[src/rtl/tpu_pkg.sv]
// Shared types and constants for the systolic array control path.
package tpu_pkg;

    localparam int DATA_W = 16;

    typedef enum logic [2:0] {
        S_IDLE,
        S_LOAD_W,
        S_SETTLE,
        S_STREAM,
        S_DRAIN,
        S_DONE
    } ctrl_state_t;

endpackage

[src/rtl/systolic_ctrl_sa_skew.sv]
// Per-row delay line: row r of the output is row r of the input delayed r cycles.
module sa_skew #(
    parameter int ROWS = 2
) (
    input  logic            clk,
    input  logic            i_clr,
    input  logic [ROWS-1:0] i_in,
    output logic [ROWS-1:0] o_out
);

    for (genvar r = 0; r < ROWS; r++) begin : g_row
        if (r == 0) begin : g_pass
            assign o_out[0] = i_in[0];
        end else begin : g_dly
            localparam int D = r;
            logic [D-1:0] r_sh;

            always_ff @(posedge clk) begin
                if (i_clr) begin
                    r_sh <= '0;
                end else begin
                    r_sh <= (r_sh << 1) | D'(i_in[r]);
                end
            end

            assign o_out[r] = r_sh[D-1];
        end
    end

endmodule

[src/rtl/systolic_ctrl.sv]
// Systolic array sequencer: weight load, skewed input streaming, result-valid tracking.
// Optional busy-cycle counter enabled by defining SYSTOLIC_CTRL_PERF_EN.
module systolic_ctrl
    import tpu_pkg::*;
#(
    parameter int ROWS    = 2,
    parameter int COLS    = 2,
    parameter int MAX_VEC = 256,
    parameter int VEC_W   = $clog2(MAX_VEC + 1)
) (
    input  logic                    clk,
    input  logic                    rst,
    input  logic                    start,
    input  logic                    abort,
    input  logic [VEC_W-1:0]        num_vec,
    output logic                    busy,
    output logic                    done,
    output logic                    wbuf_rd_en,
    output logic [$clog2(ROWS)-1:0] wbuf_rd_addr,
    output logic                    ibuf_rd_en,
    output logic [VEC_W-1:0]        ibuf_rd_addr,
    output logic                    sa_enabled,
    output logic [COLS-1:0]         sa_accept_w,
    output logic [ROWS-1:0]         sa_valid,
    output logic [ROWS-1:0]         sa_switch,
    output logic [COLS-1:0]         out_valid,
    output logic [31:0]             perf_cycles
);

    localparam int AW    = $clog2(ROWS);
    localparam int DR_W  = $clog2(ROWS + COLS);
    localparam int CNT_W = (VEC_W > DR_W) ? VEC_W : DR_W;

    ctrl_state_t      r_state, w_state_nxt;
    logic [CNT_W-1:0] r_cnt, w_cnt_nxt;
    logic [VEC_W-1:0] r_n, w_n_clamp;
    logic             w_accept_start, w_clr;
    logic             r_acc, r_vld, r_sw;
    logic [COLS-1:0]  r_ov;

    assign w_n_clamp      = (num_vec > VEC_W'(MAX_VEC)) ? VEC_W'(MAX_VEC) : num_vec;
    assign w_accept_start = (r_state == S_IDLE) && start && !abort;
    assign w_clr          = rst || (abort && (r_state != S_IDLE));

    always_comb begin
        w_state_nxt = r_state;
        w_cnt_nxt   = r_cnt + 1'b1;
        case (r_state)
            S_IDLE: begin
                w_cnt_nxt = '0;
                if (w_accept_start) begin
                    w_state_nxt = (w_n_clamp == '0) ? S_DONE : S_LOAD_W;
                end
            end
            S_LOAD_W: begin
                if (r_cnt == CNT_W'(ROWS - 1)) begin
                    w_state_nxt = S_SETTLE;
                    w_cnt_nxt   = '0;
                end
            end
            S_SETTLE: begin
                if (r_cnt == CNT_W'(ROWS - 1)) begin
                    w_state_nxt = S_STREAM;
                    w_cnt_nxt   = '0;
                end
            end
            S_STREAM: begin
                if (r_cnt == CNT_W'(r_n) - CNT_W'(1)) begin
                    w_state_nxt = S_DRAIN;
                    w_cnt_nxt   = '0;
                end
            end
            // Last column sees its last result ROWS+COLS cycles after streaming ends
            S_DRAIN: begin
                if (r_cnt == CNT_W'(ROWS + COLS - 1)) begin
                    w_state_nxt = S_DONE;
                    w_cnt_nxt   = '0;
                end
            end
            S_DONE: begin
                w_state_nxt = S_IDLE;
                w_cnt_nxt   = '0;
            end
            default: begin
                w_state_nxt = S_IDLE;
                w_cnt_nxt   = '0;
            end
        endcase
        if (abort && (r_state != S_IDLE)) begin
            w_state_nxt = S_IDLE;
            w_cnt_nxt   = '0;
        end
    end

    always_ff @(posedge clk) begin
        if (rst) begin
            r_state <= S_IDLE;
            r_cnt   <= '0;
            r_n     <= '0;
        end else begin
            r_state <= w_state_nxt;
            r_cnt   <= w_cnt_nxt;
            if (w_accept_start) begin
                r_n <= w_n_clamp;
            end
        end
    end

    // One-cycle delay aligns control flags with the buffers' read data
    always_ff @(posedge clk) begin
        if (w_clr) begin
            r_acc <= 1'b0;
            r_vld <= 1'b0;
            r_sw  <= 1'b0;
            r_ov  <= '0;
        end else begin
            r_acc <= (r_state == S_LOAD_W);
            r_vld <= (r_state == S_STREAM);
            r_sw  <= (r_state == S_STREAM) && (r_cnt == '0);
            r_ov  <= (r_ov << 1) | COLS'(sa_valid[ROWS-1]);
        end
    end

    sa_skew #(.ROWS(ROWS)) u_skew_valid (
        .clk   (clk),
        .i_clr (w_clr),
        .i_in  ({ROWS{r_vld}}),
        .o_out (sa_valid)
    );

    sa_skew #(.ROWS(ROWS)) u_skew_switch (
        .clk   (clk),
        .i_clr (w_clr),
        .i_in  ({ROWS{r_sw}}),
        .o_out (sa_switch)
    );

    assign busy         = (r_state != S_IDLE);
    assign done         = (r_state == S_DONE);
    assign sa_enabled   = busy && (r_n != '0);
    assign wbuf_rd_en   = (r_state == S_LOAD_W);
    assign wbuf_rd_addr = wbuf_rd_en ? r_cnt[AW-1:0] : '0;
    assign ibuf_rd_en   = (r_state == S_STREAM);
    assign ibuf_rd_addr = ibuf_rd_en ? r_cnt[VEC_W-1:0] : '0;
    assign sa_accept_w  = {COLS{r_acc}};
    assign out_valid    = r_ov;

`ifdef SYSTOLIC_CTRL_PERF_EN
    logic [31:0] r_perf;

    always_ff @(posedge clk) begin
        if (rst || w_accept_start) begin
            r_perf <= '0;
        end else if (busy) begin
            r_perf <= r_perf + 32'd1;
        end
    end

    assign perf_cycles = r_perf;
`else
    assign perf_cycles = '0;
`endif

endmodule

[config.mk]
export PLATFORM = sky130hd
export DESIGN_NAME = systolic_ctrl
export DESIGN_NICKNAME = d
export VERILOG_FILES = /design/src/rtl/tpu_pkg.sv /design/src/rtl/systolic_ctrl_sa_skew.sv /design/src/rtl/systolic_ctrl.sv
export SDC_FILE = /design/constraint.sdc
export NUM_CORES = 1
export LEC_CHECK = 0
export BUFFER_PORTS_ARGS = -buffer_cell sky130_fd_sc_hd__buf_2
export CORE_MARGIN = 2
export CORE_UTILIZATION = 40
export CTS_CLUSTER_DIAMETER = 150
export DETAILED_ROUTE_END_ITERATION = 10
export PLACE_DENSITY = 0.75
export SETUP_SLACK_MARGIN = 0.05
export SLEW_MARGIN = 20
export SYNTH_ARGS = -nofsm -noshare
export SYNTH_HDL_FRONTEND = slang
export SYNTH_SLANG_ARGS = --single-unit
[constraint.sdc]
create_clock -name clk -period 2.5 [get_ports clk]
set_input_delay 0 -clock clk [delete_from_list [all_inputs] [get_ports clk]]
set_output_delay 0 -clock clk [all_outputs]
set_load 0.02 [all_outputs]
== After elaboration in Yosys (flattened, before gate mapping) ==
Index checks and enable logic that the tools add are counted.

* $add $sub $neg: 2
* $mul: 0
* Divide/modulo/power cells: 0
* $lt $le $gt $ge: 1
* Equality and inequality tests: 13
* Shifts and indexed selects: 0
* Muxes and demuxes: 14
* Bitwise gates (word level): 1
* Reductions and logical operators: 15

{| class="wikitable"
|+ Operators by type and width
! cell !! number
|-
| 9-bit 2-to-1 mux || 5
|-
| 9-bit one-hot mux with 3 select lines || 1
|-
| 9-bit logical NOT || 2
|-
| 3-bit 2-to-1 mux || 6
|-
| 3-bit one-hot mux with 5 select lines || 1
|-
| 9-bit by 1-bit adder with 9-bit output, second input constant || 1
|-
| 9-bit by 1-bit equality test with 1-bit output, second input constant || 1
|-
| 9-bit by 2-bit equality test with 1-bit output, second input constant || 1
|-
| 9-bit equality test || 1
|-
| 9-bit greater-than comparator, second input constant || 1
|-
| 9-bit nonzero test || 1
|-
| 9-bit by 1-bit subtractor with 9-bit output, second input constant || 1
|-
| 3-bit by 2-bit equality test with 1-bit output, second input constant || 2
|-
| 3-bit equality test, second input constant || 2
|-
| 2-bit != test, second input constant || 3
|-
| 1-bit logical AND || 5
|-
| 5-bit AND reduction || 1
|-
| 2-bit by 1-bit != test with 1-bit output, second input constant || 2
|-
| 2-bit OR reduction || 2
|-
| 3-bit by 1-bit equality test with 1-bit output, second input constant || 1
|-
| 3-bit logical NOT || 1
|-
| 3-bit nonzero test || 1
|-
| 2-bit by 1-bit bitwise OR with 2-bit output || 1
|-
| 1-bit logical NOT || 1
|-
| 2 further kinds || 2
|}

* Register bits: 28
* Bits in latches: 0
* Bits in writable memories: 0
* Bits in read-only memories: 0
* Bits of input ports: 13
* Output and inout bits: 55
* Logic and storage cells: 55
* Memories: 0

== Depth between registers and ports, before layout ==
Gate-level depths: netlist (run 1).

* Depth in word-level cells: 6
* Mapped depth: 9

== Cells and area by module ==
Synthesis (run 1) repeated with hierarchy kept, for this count alone.

* Cell total of the unflattened synthesis: 227
* Area, all modules: 1918.1 µm²

{| class="wikitable"
|+ Modules (own cells, without submodules)
! module !! times used !! cells an instance !! area an instance (µm²) !! sequential area each (µm²)
|-
| systolic_ctrl || 1 || 219 || 1820.5 || 520.5
|-
| sa_skew || 2 || 4 || 48.8 || 20.0
|}

== Worst setup path before layout (run 1) ==
Ideal clock, no wire load.

* Kind: flip-flop to flip-flop
* From: reg r_n[0]
* To: reg r_cnt[1]
* Setup time: 0.116 ns
* Arrival: 2.018 ns
* Data required time: 2.384 ns
* Setup slack: 0.366 ns
* Stages on the path, launching flop included: 9
* Path buffers: 0
* Cell sequence: dfxtp_1 inv_1 ha_1 o21ba_2 a221oi_1 a41oi_1 a2111oi_4 a21oi_2 o211a_1

* Cells in the longest elaborated chain, start to end: 4

{| class="wikitable"
|+ RTL lines
! what !! line !! RTL
|-
| from (decl) || systolic_ctrl.sv:36 || <nowiki>logic [VEC_W-1:0] r_n, w_n_clamp;</nowiki>
|-
| from (signal assigned) || systolic_ctrl.sv:104 || <nowiki>r_n <= w_n_clamp;</nowiki>
|-
| 9-bit by 1-bit subtractor with 9-bit output || systolic_ctrl.sv:68 || <nowiki>if (r_cnt == CNT_W'(r_n) - CNT_W'(1)) begin</nowiki>
|-
| 9-bit equality test || systolic_ctrl.sv:68 ||
|-
| 9-bit 2-to-1 mux || systolic_ctrl.sv:68 ||
|-
| 9-bit one-hot mux with 3 select lines || systolic_ctrl.sv:48 || <nowiki>case (r_state)</nowiki>
|-
| to (signal assigned) || systolic_ctrl.sv:102 || <nowiki>r_cnt <= w_cnt_nxt;</nowiki>
|-
| to (decl) || systolic_ctrl.sv:35 || <nowiki>logic [CNT_W-1:0] r_cnt, w_cnt_nxt;</nowiki>
|}

Every way passes these cells.
A chain may end at the register's enable or synchronous reset.

== Worst setup path after layout (run 1) ==
* From: reg r_n[0]
* To: reg r_cnt[4]

Same word-level chain as after synthesis.

==> results of run 1 <==
## power by group
| part | switching (mW) | leakage (nW) | internal (mW) | total [mW] |
|---|---|---|---|---|
| clock network | 0.147 | 0.0357 | 0.215 | 0.361 |
| registers | 0.0523 | 0.227 | 0.482 | 0.534 |
| logic | 0.338 | 0.738 | 0.204 | 0.541 |
## how the worst max path moves through the flow
stage                                    from                  end  cells after the start
after detailed placement  r_n[0]$_SDFFE_PP0P_  r_cnt[4]$_SDFF_PP0_                      8
final                     r_n[0]$_SDFFE_PP0P_  r_cnt[4]$_SDFF_PP0_                      8
after floorplan           r_n[0]$_SDFFE_PP0P_  r_cnt[1]$_SDFF_PP0_                      8
after CTS                 r_n[3]$_SDFFE_PP0P_  r_cnt[0]$_SDFF_PP0_                      6
after global routing      r_n[0]$_SDFFE_PP0P_  r_cnt[4]$_SDFF_PP0_                      8
after global placement    r_n[0]$_SDFFE_PP0P_  r_cnt[4]$_SDFF_PP0_                      8
## per-stage QoR
step,instances,power (mW),util,hold slack [ns]
CTS,316,1.44,0.441,0.0504
floorplan,267,0.983,-,0.198
detailed placement,312,1.08,0.426,0.339
finish,316,1.44,0.443,0.0476
global route,316,1.53,0.443,0.0568
global placement,312,1.07,0.426,0.332
## logic make-up after synthesis
family,count (synthesis),share of synthesized area
AOI/OAI and AO/OA,43,0.168
DFF,28,0.290
muxes,2,0.0104
other,1,0.00194
adders and majority gates,4,0.0259
xor gates and xnor gates,16,0.0725
and+or+nand+nor,84,0.239
buffers and inverters,58,0.192
## state kept, by name, summed over array words and instances (netlist names)
register and flops:
r_cnt 9, r_vld 1, out_valid 2, r_sw 1, r_state 3, u_skew_valid.g_row.g_dly.r_sh 1, r_acc 1, u_skew_switch.g_row.g_dly.r_sh 1
r_n 9
## metal layers
layer	routed length [um]	share of wire	up-vias	GRT usage
met1	1770	0.45	766	0.179
met3	160	0.041	2	0.0302
li1	-	-	793	-
met5	0	0	-	0
met4	25	0.0064	0	0.0364
met2	1960	0.50	43	0.277
## worst max-delay path: stages (launching register included)
cell	delay (ns)
dfxtp_1	0.42
inv_1	0.06
ha_1	0.28
o21ba_2	0.23
a221oi_1	0.29
a41oi_1	0.11
a2111oi_4	0.32
a21oi_2	0.17
o211a_1	0.23
## area by class of cell
class / count / area share
multi-input combinational: 181 / 0.541
clock inverter: 1 / 0.0145
inverter: 7 / 0.0127
sequential: 28 / 0.270
tap: 54 / 0.0325
timing repair buffer: 42 / 0.110
clock buffer: 3 / 0.0199
## cell usage after synthesis, drive strengths merged (3+ instances only)
master	number
a211oi	5
a21oi	16
a31oi	4
and2	13
buf	41
clkbuf	10
dfxtp	28
ha	4
inv	7
nand2	8
nand2b	4
nand3	7
nand4	3
nor2	18
nor2b	3
nor3	8
nor3b	9
nor4	5
o211a	4
xnor2	7
xor2	9
## timing repair
item                       4_1_cts  5_1_grt
setup endpoints to repair        0        1
resized for setup                0        1
buffers inserted                 0        0
==> summary.txt, run 1 <==
Status
  • Run status: completed

Global route
  • Initial antenna violation count: 0
  • Largest net degree at the start of global routing: 18
  • Total GRT Usage: 0.151
  • Vias in the first global route: 1437
  • Global route total overflow: 0
  • First-pass GRT wire length: 6440 um

Route
  • Via count: 1604
  • Router iterations before antenna repair: 4
  • DRC viols: 0
  • Final wirelength: 3920 um
  • DRT antenna net count: 0
  • Iter 0 DRT Violations: 91
  • Vias per cell: 5.08
  • DR WL/cell: 12.4 um

Pwr
  • Pleak: 1.00 nW
  • Worst vdd ir: 286 uV
  • Power per Cell Area: 692 nW/um^2

Place
  • Final GP Congestion: 0.863
  • PortBufs: 35
  • Detailed placement HPWL: 3040 um
  • Pre-CTS setup slack: 0.300 ns
  • Area after DPL: 2000 um^2

Die
  • Io pins: 68
  • Initial Util: 0.412
  • Row count: 25
  • Die W: 73.5 um
  • Die Span Y: 73.5 um
  • Die Area: 5400 um^2
  • Core Area: 4690 um^2

Critical path
  • CP max FO: 6
  • Crit path required time: 2.68 ns
  • Endpoint type of the worst setup path: flip-flop
  • Arr. time, crit path: 2.40 ns
  • RR Endpoint: r_cnt[4]$_SDFF_PP0_
  • FF-to-FF Start: r_n[0]$_SDFFE_PP0P_
  • FF-to-FF path depth: 8
  • Crit start category: flip-flop
  • R2R Setup Slk: 0.28 ns
  • CP Class: reg2reg

STA
  • Endpoints failing setup: 0
  • Fin. Hold Viols: 0
  • Total negative slack: 0 ns
  • Final worst-path setup slack: 0.284 ns
  • Skew final: 0.00528 ns
  • Max Fclk: 451 MHz
  • Period Utilization, post-route: 0.886
  • Max-slew violations: 0
  • Slew at the pin closest to its max-slew limit: 0.588 ns
  • RSZ-0062 raised after global routing: no
  • Final Critical Period: 2.22 ns
  • Slew margin rel.: 0.608

CTS
  • Bufs on Longest Clock Path: 2
  • CTS tree: built
  • Root Buffer: clkbuf_8
  • Clock sink count: 28
  • Later-pin clock latency in the skew report: 0.28 ns
  • Reg clk slew, reported paths: 0.10 ns
  • H-Tree Depth: 1
  • Hold_buf cts: 0
  • CTS buffer count: 3

Final layout
  • Area of the multi-input gates: 1120 um^2
  • Antenna diodes: 0
  • Most frequent cells in the layout: buf_2 (35), conb_1 (32), dfxtp_1 (28), nor2_1 (18), a21oi_1 (14)
  • Final net count: 280
  • Share of layout cells above drive strength 1: 0.206
  • Sequential Area: 561 um^2
  • Area Growth Syn to Fin: 7.51%
  • Filler Cell Count: 470
  • Commonest non-fill, non-tap cell in the layout: buf_2
  • Final Cell Area: 2080 um^2

Synth
  • Post-synthesis async set-or-reset flop share: 0
  • Seq/Total Area, Yosys: 0.290
  • Post-synth EDFFs: 0
  • Register bit total from synthesis: 28
  • Syn. warnings: 0
  • Syn Area/Cell: 8.19 um^2
  • Yosys top cell by area: dfxtp_1
  • Ys flop type: dfxtp_1
  • Cells after synthesis: 236
  • Area share of the largest cell type after synthesis: 0.290
  • Post-Syn Area: 1930 um^2
  • Synth area leaders: dfxtp_1 (29%), buf_4 (15%), and2_1 (4.2%)
  • Post-synth cell types: 44

Worst hold path
  • Worst Hold Class: in2reg
  • Min-Delay Endpoint: r_n[7]$_SDFFE_PP0P_
  • Min-delay src: rst
  • Hold depth: 2

Flow run
  • Max Cap Violations: 0
Note: power is estimated with default switching activity, not from simulation.
==> run 2: changes to the inputs <==
Settings changed: MAX_ROUTING_LAYER set to met4, RECOVER_POWER set to 25.
==> summary.txt, run 2 (synthesis gave the netlist of run 1 again) <==
Status
  • Run status: completed (unchanged)

Global route
  • Largest net degree at the start of global routing: 18 (unchanged)
  • Initial antenna violation count: 0 (unchanged)
  • Vias in the first global route: 1438 (was 1437)
  • Total GRT Usage: 0.155 (was 0.151)
  • Global route total overflow: 0 (unchanged)
  • First-pass GRT wire length: 6440 um (about the same)

Place
  • Area after DPL: 2000 um^2 (unchanged)
  • PortBufs: 35 (unchanged)
  • Pre-CTS setup slack: 0.300 ns (unchanged)
  • Final GP Congestion: 0.877 (was 0.863)
  • Detailed placement HPWL: 3040 um (unchanged)
  • Placed cell count: 312 (unchanged)

Critical path
  • CP max FO: 6 (unchanged)
  • Crit start category: flip-flop (unchanged)
  • Crit path required time: 2.68 ns (about the same)
  • Max stage delay cell, worst path: dfxtp_1 (unchanged)
  • Crit-path max cell delay: 0.42 ns (about the same)
  • Endpoint type of the worst setup path: flip-flop (unchanged)
  • R2R Setup Slk: 0.29 ns (was 0.28 ns)
  • FF-to-FF Start: r_n[0]$_SDFFE_PP0P_ (unchanged)
  • Crit path max-delay family: compound AO/OA/AOI/OAI gates (unchanged)
  • Arr. time, crit path: 2.39 ns (was 2.40 ns)
  • FF-to-FF path depth: 8 (unchanged)
  • Crit. path cell count: 8 (unchanged)
  • Crit path capture: r_cnt[4]$_SDFF_PP0_ (unchanged)
  • Crit path launch: r_n[0]$_SDFFE_PP0P_ (unchanged)
  • RR Endpoint: r_cnt[4]$_SDFF_PP0_ (unchanged)
  • CP cell instances: inv_1 -> ha_1 -> o21ba_2 -> a221oi_1 -> a41oi_1 -> a2111oi_4 -> a21oi_2 -> o211a_1 (unchanged)
  • WP buf/inv: 1 (unchanged)
  • CP Class: reg2reg (unchanged)

CTS
  • # Post-CTS Setup Buffers: 0 (unchanged)
  • CTS tree: built (unchanged)
  • Root Buffer: clkbuf_8 (unchanged)
  • Clock sink count: 28 (unchanged)
  • Later-pin clock latency in the skew report: 0.28 ns (about the same)
  • H-Tree Depth: 1 (unchanged)
  • Bufs on Longest Clock Path: 2 (unchanged)
  • Hold_buf cts: 0 (unchanged)
  • Reg clk slew, reported paths: 0.10 ns (about the same)
  • Cts repair resizes: 0 (unchanged)
  • CTS buffer count: 3 (unchanged)

Route
  • DRT antenna net count: 0 (unchanged)
  • Router iterations before antenna repair: 4 (unchanged)
  • DR WL/cell: 12.5 um (was 12.4 um)
  • Final wirelength: 3950 um (was 3920 um)
  • Via count: 1602 (was 1604)
  • DRC viols: 0 (unchanged)
  • Vias per cell: 5.07 (was 5.08)
  • Iter 0 DRT Violations: 84 (was 91)

Final layout
  • Commonest non-fill, non-tap cell in the layout: conb_1 (was buf_2)
  • Area Growth Syn to Fin: 6.74% (was 7.51%)
  • Most frequent cells in the layout: conb_1 (32), dfxtp_1 (28), buf_2 (23), nor2_1 (18), a21oi_1 (14) (was buf_2 (35), conb_1 (32), dfxtp_1 (28), nor2_1 (18), a21oi_1 (14))
  • Final net count: 280 (unchanged)
  • Final Cell Area: 2060 um^2 (was 2080 um^2)
  • Share of layout cells above drive strength 1: 0.160 (was 0.206)
  • Fin cells: 316 (unchanged)
  • Top flop regs: r_cnt: 9 flops, r_n: 9 flops, r_state: 3 flops (unchanged)
  • Final core occ: 0.439 (was 0.443)
  • Antenna diodes: 0 (unchanged)

Worst hold path
  • Worst Hold Class: in2reg (unchanged)
  • Min-delay src: rst (unchanged)

STA
  • Slew at the pin closest to its max-slew limit: 0.591 ns (was 0.588 ns)
  • RSZ-0062 raised after global routing: no (unchanged)
  • Skew final: 0.00635 ns (was 0.00528 ns)
  • Slew margin rel.: 0.606 (was 0.608)
  • Min Hold Slack: 0.0504 ns (was 0.0476 ns)
  • Period Utilization, post-route: 0.884 (was 0.886)
  • Fin. Hold Viols: 0 (unchanged)
  • Endpoints failing setup: 0 (unchanged)
  • Total negative slack: 0 ns (unchanged)
  • Max Fclk: 453 MHz (was 451 MHz)
  • Max-slew violations: 0 (unchanged)
  • Final worst-path setup slack: 0.291 ns (was 0.284 ns)
  • Final Critical Period: 2.21 ns (was 2.22 ns)

Die
  • Initial Util: 0.412 (unchanged)
  • Die Area: 5400 um^2 (unchanged)
  • Row count: 25 (unchanged)
  • Die W: 73.5 um (unchanged)
  • Die Span Y: 73.5 um (unchanged)
  • Io pins: 68 (unchanged)
  • Core Area: 4690 um^2 (unchanged)

Pwr
  • Power per Cell Area: 694 nW/um^2 (was 692 nW/um^2)
  • Worst vdd ir: 285 uV (was 286 uV)
  • Pleak: 0.949 nW (was 1.00 nW)
  • Tot Pwr: 1.43 mW (was 1.44 mW)

Flow run
  • Max Cap Violations: 0 (unchanged)
[run 2: area by class of cell]
type                    instances  area, um^2
inverters                       7        26.3
repair buffers                 42         213
clock buffers                   3        41.3
multi-input cells             181        1120
clock inverters                 1        30.0
fillers                       478        2630
flip-flops and latches         28         561
well taps                      54        67.6
[run 2: how the worst min path moves through the flow]
stage,endpoint,depth (start not counted)
3_3_place_gp,r_n[2]$_SDFFE_PP0P_,2
3_5_place_dp,r_n[7]$_SDFFE_PP0P_,2
4_1_cts,r_n[7]$_SDFFE_PP0P_,2
6_report,r_n[7]$_SDFFE_PP0P_,2
2_1_floorplan,r_cnt[1]$_SDFF_PP0_,2
5_1_grt,r_n[4]$_SDFFE_PP0P_,2
[run 2: per-layer routing]
layer | global-route usage | vias up | part of all wire
met5 | - | - | 0
li1 | - | 795 | -
met4 | 0.0364 | 0 | 0.011
met1 | 0.179 | 751 | 0.44
met2 | 0.277 | 52 | 0.49
met3 | 0.0302 | 4 | 0.057
[run 2: power breakdown]
| group | internal, mW | total, mW | switching, mW |
|---|---|---|---|
| combinational | 0.196 | 0.535 | 0.339 |
| sequential | 0.482 | 0.535 | 0.0530 |
| clock | 0.214 | 0.360 | 0.146 |
| total | 0.893 | 1.43 | 0.537 |
==> run 3: changes to the inputs <==
Settings changed: CORE_MARGIN 2 to unset, PLACE_DENSITY 0.75 to 0.63.
==> summary.txt, run 3 (synthesis gave the netlist of run 1 again) <==
Status
  • Run status: completed (unchanged)

STA
  • Slew margin rel.: 0.574 (was 0.606)
  • Fin. Hold Viols: 0 (unchanged)
  • RSZ-0062 raised after global routing: no (unchanged)
  • Slew at the pin closest to its max-slew limit: 0.639 ns (was 0.591 ns)
  • Skew final: 0.00294 ns (was 0.00635 ns)
  • Max-slew violations: 0 (unchanged)
  • Total negative slack: 0 ns (unchanged)
  • Final Critical Period: 2.26 ns (was 2.21 ns)
  • Max Fclk: 442 MHz (was 453 MHz)
  • Endpoints failing setup: 0 (unchanged)
  • Period Utilization, post-route: 0.904 (was 0.884)
  • Min Hold Slack: 0.0424 ns (was 0.0504 ns)
  • Final worst-path setup slack: 0.239 ns (was 0.291 ns)

Pwr
  • Worst vdd ir: 409 uV (was 285 uV)
  • Clock Power Share: 0.256 (was 0.252)
  • Tot Pwr: 1.42 mW (was 1.43 mW)
  • Sw Ratio: 0.379 (was 0.376)
  • Flop pwr share: 0.386 (was 0.374)
  • Comb power frac: 0.358 (was 0.374)
  • Power per Cell Area: 684 nW/um^2 (was 694 nW/um^2)
  • P_sw: 0.536 mW (was 0.537 mW)
  • Pleak: 0.958 nW (was 0.949 nW)
  • Int Pwr: 0.880 mW (was 0.893 mW)

Route
  • Final wirelength: 3950 um (about the same)
  • Vias per cell: 5.07 (about the same)
  • DRC viols: 0 (unchanged)
  • DRT antenna net count: 0 (unchanged)
  • DR WL/cell: 12.5 um (about the same)
  • Iter 0 DRT Violations: 54 (was 84)
  • Router iterations before antenna repair: 6 (was 4)
  • Via count: 1603 (was 1602)

Final layout
  • Area Growth Syn to Fin: 7.12% (was 6.74%)
  • Most frequent cells in the layout: conb_1 (32), dfxtp_1 (27), buf_2 (23), nor2_1 (18), a21oi_1 (14) (was conb_1 (32), dfxtp_1 (28), buf_2 (23), nor2_1 (18), a21oi_1 (14))
  • Top flop regs: r_cnt: 9 flops, r_n: 9 flops, r_state: 3 flops (unchanged)
  • Final net count: 282 (was 280)
  • Share of layout cells above drive strength 1: 0.167 (was 0.160)
  • Commonest non-fill, non-tap cell in the layout: conb_1 (unchanged)
  • Final Cell Area: 2070 um^2 (was 2060 um^2)
  • Antenna diodes: 0 (unchanged)

Global route
  • Vias in the first global route: 1402 (was 1438)
  • First-pass GRT wire length: 6490 um (was 6440 um)
  • Total GRT Usage: 0.165 (was 0.155)
  • Initial antenna violation count: 0 (unchanged)
  • Largest net degree at the start of global routing: 18 (unchanged)
  • Global route total overflow: 0 (unchanged)

Critical path
  • Crit path required time: 2.68 ns (about the same)
  • CP cell instances: inv_1 -> ha_1 -> o21ba_2 -> a221oi_1 -> a41oi_1 -> a2111oi_4 -> a21oi_2 -> o211a_1 (unchanged)
  • Endpoint type of the worst setup path: flip-flop (unchanged)
  • CP Class: reg2reg (unchanged)
  • Max stage delay cell, worst path: dfxtp_1 (unchanged)
  • CP max FO: 6 (unchanged)
  • Crit-path max cell delay: 0.40 ns (was 0.42 ns)
  • Crit path max-delay family: compound AO/OA/AOI/OAI gates (unchanged)
  • Arr. time, crit path: 2.44 ns (was 2.39 ns)
  • Crit start category: flip-flop (unchanged)
  • WP buf/inv: 1 (unchanged)

Flow run
  • Max Cap Violations: 0 (unchanged)

CTS
  • Bufs on Longest Clock Path: 2 (unchanged)
  • H-Tree Depth: 1 (unchanged)
  • Later-pin clock latency in the skew report: 0.28 ns (about the same)
  • Clock sink count: 28 (unchanged)
  • CTS tree: built (unchanged)
  • CTS buffer count: 3 (unchanged)
  • Root Buffer: clkbuf_8 (unchanged)
  • Reg clk slew, reported paths: 0.10 ns (about the same)

Die
  • Die Area: 5110 um^2 (was 5400 um^2)
  • Core Area: 4500 um^2 (was 4690 um^2)
  • Io pins: 68 (unchanged)
  • Die Span Y: 71.5 um (was 73.5 um)
  • Die W: 71.5 um (was 73.5 um)
  • Row count: 24 (was 25)
  • Initial Util: 0.429 (was 0.412)

Place
  • Area after DPL: 2000 um^2 (about the same)
  • Pre-CTS setup slack: 0.285 ns (was 0.300 ns)
  • PortBufs: 35 (unchanged)
  • Detailed placement HPWL: 3010 um (was 3040 um)
  • Final GP Congestion: 0.857 (was 0.877)

Worst hold path
  • Worst Hold Class: in2reg (unchanged)
[run 3: final timing paths]
kind,slack [ns],end,from,depth (start not counted)
min,0.04,r_n[8]$_SDFFE_PP0P_,rst,2
max reg2reg,0.24,r_cnt[2]$_SDFF_PP0_,r_n[1]$_SDFFE_PP0P_,8
min reg2reg,0.46,u_skew_valid.g_row[1].g_dly.r_sh$_SDFF_PP0_,r_vld$_SDFF_PP0_,1
max,0.24,r_cnt[2]$_SDFF_PP0_,r_n[1]$_SDFFE_PP0P_,8
[run 3: area by class of cell]
cell class,count,area (um^2)
Clock inverter,1,30.0
Fill cell,468,2430
Tap cell,52,65.1
Clock buffer,3,41.3
Timing Repair Buffer,44,228
Inverter,7,26.3
Multi-Input combinational cell,181,1120
Sequential cell,28,562
[run 3: metrics by stage]
| stage | util | cells |
|---|---|---|
| after floorplan | - | 267 |
| after global placement | 0.445 | 311 |
| after detailed placement | 0.445 | 311 |
| after CTS | 0.461 | 315 |
| after global routing | 0.459 | 316 |
| final | 0.459 | 316 |
[run 3: per-layer routing]
metal | track usage | routed length [um]
met5 | - | 0
met4 | 0.0523 | 60
met3 | 0.0338 | 164
met2 | 0.265 | 1890
met1 | 0.209 | 1830
[run 3: worst register-to-register path, stage by stage, from the launching register on]
cell	delay [ns]
dfxtp_1	0.40
inv_1	0.06
ha_1	0.25
o21ba_2	0.23
a221oi_1	0.30
a41oi_1	0.12
a2111oi_4	0.39
a21oi_2	0.16
o211a_1	0.24
[run 3: timing repair]
action,CTS,global route
gates resized for setup,0,1
hold buffers,0,0
setup buffers,0,1
endpoints found under the setup margin,0,4
[run 3: power by group through the flow]
stage | Combinational (mW) | Sequential, mW | Clock, mW
floorplan | 0.465 | 0.518 | 0
global placement | 0.513 | 0.554 | 0
detailed placement | 0.511 | 0.556 | 0
CTS | 0.514 | 0.545 | 0.375
global route | 0.565 | 0.556 | 0.389
finish | 0.507 | 0.546 | 0.363
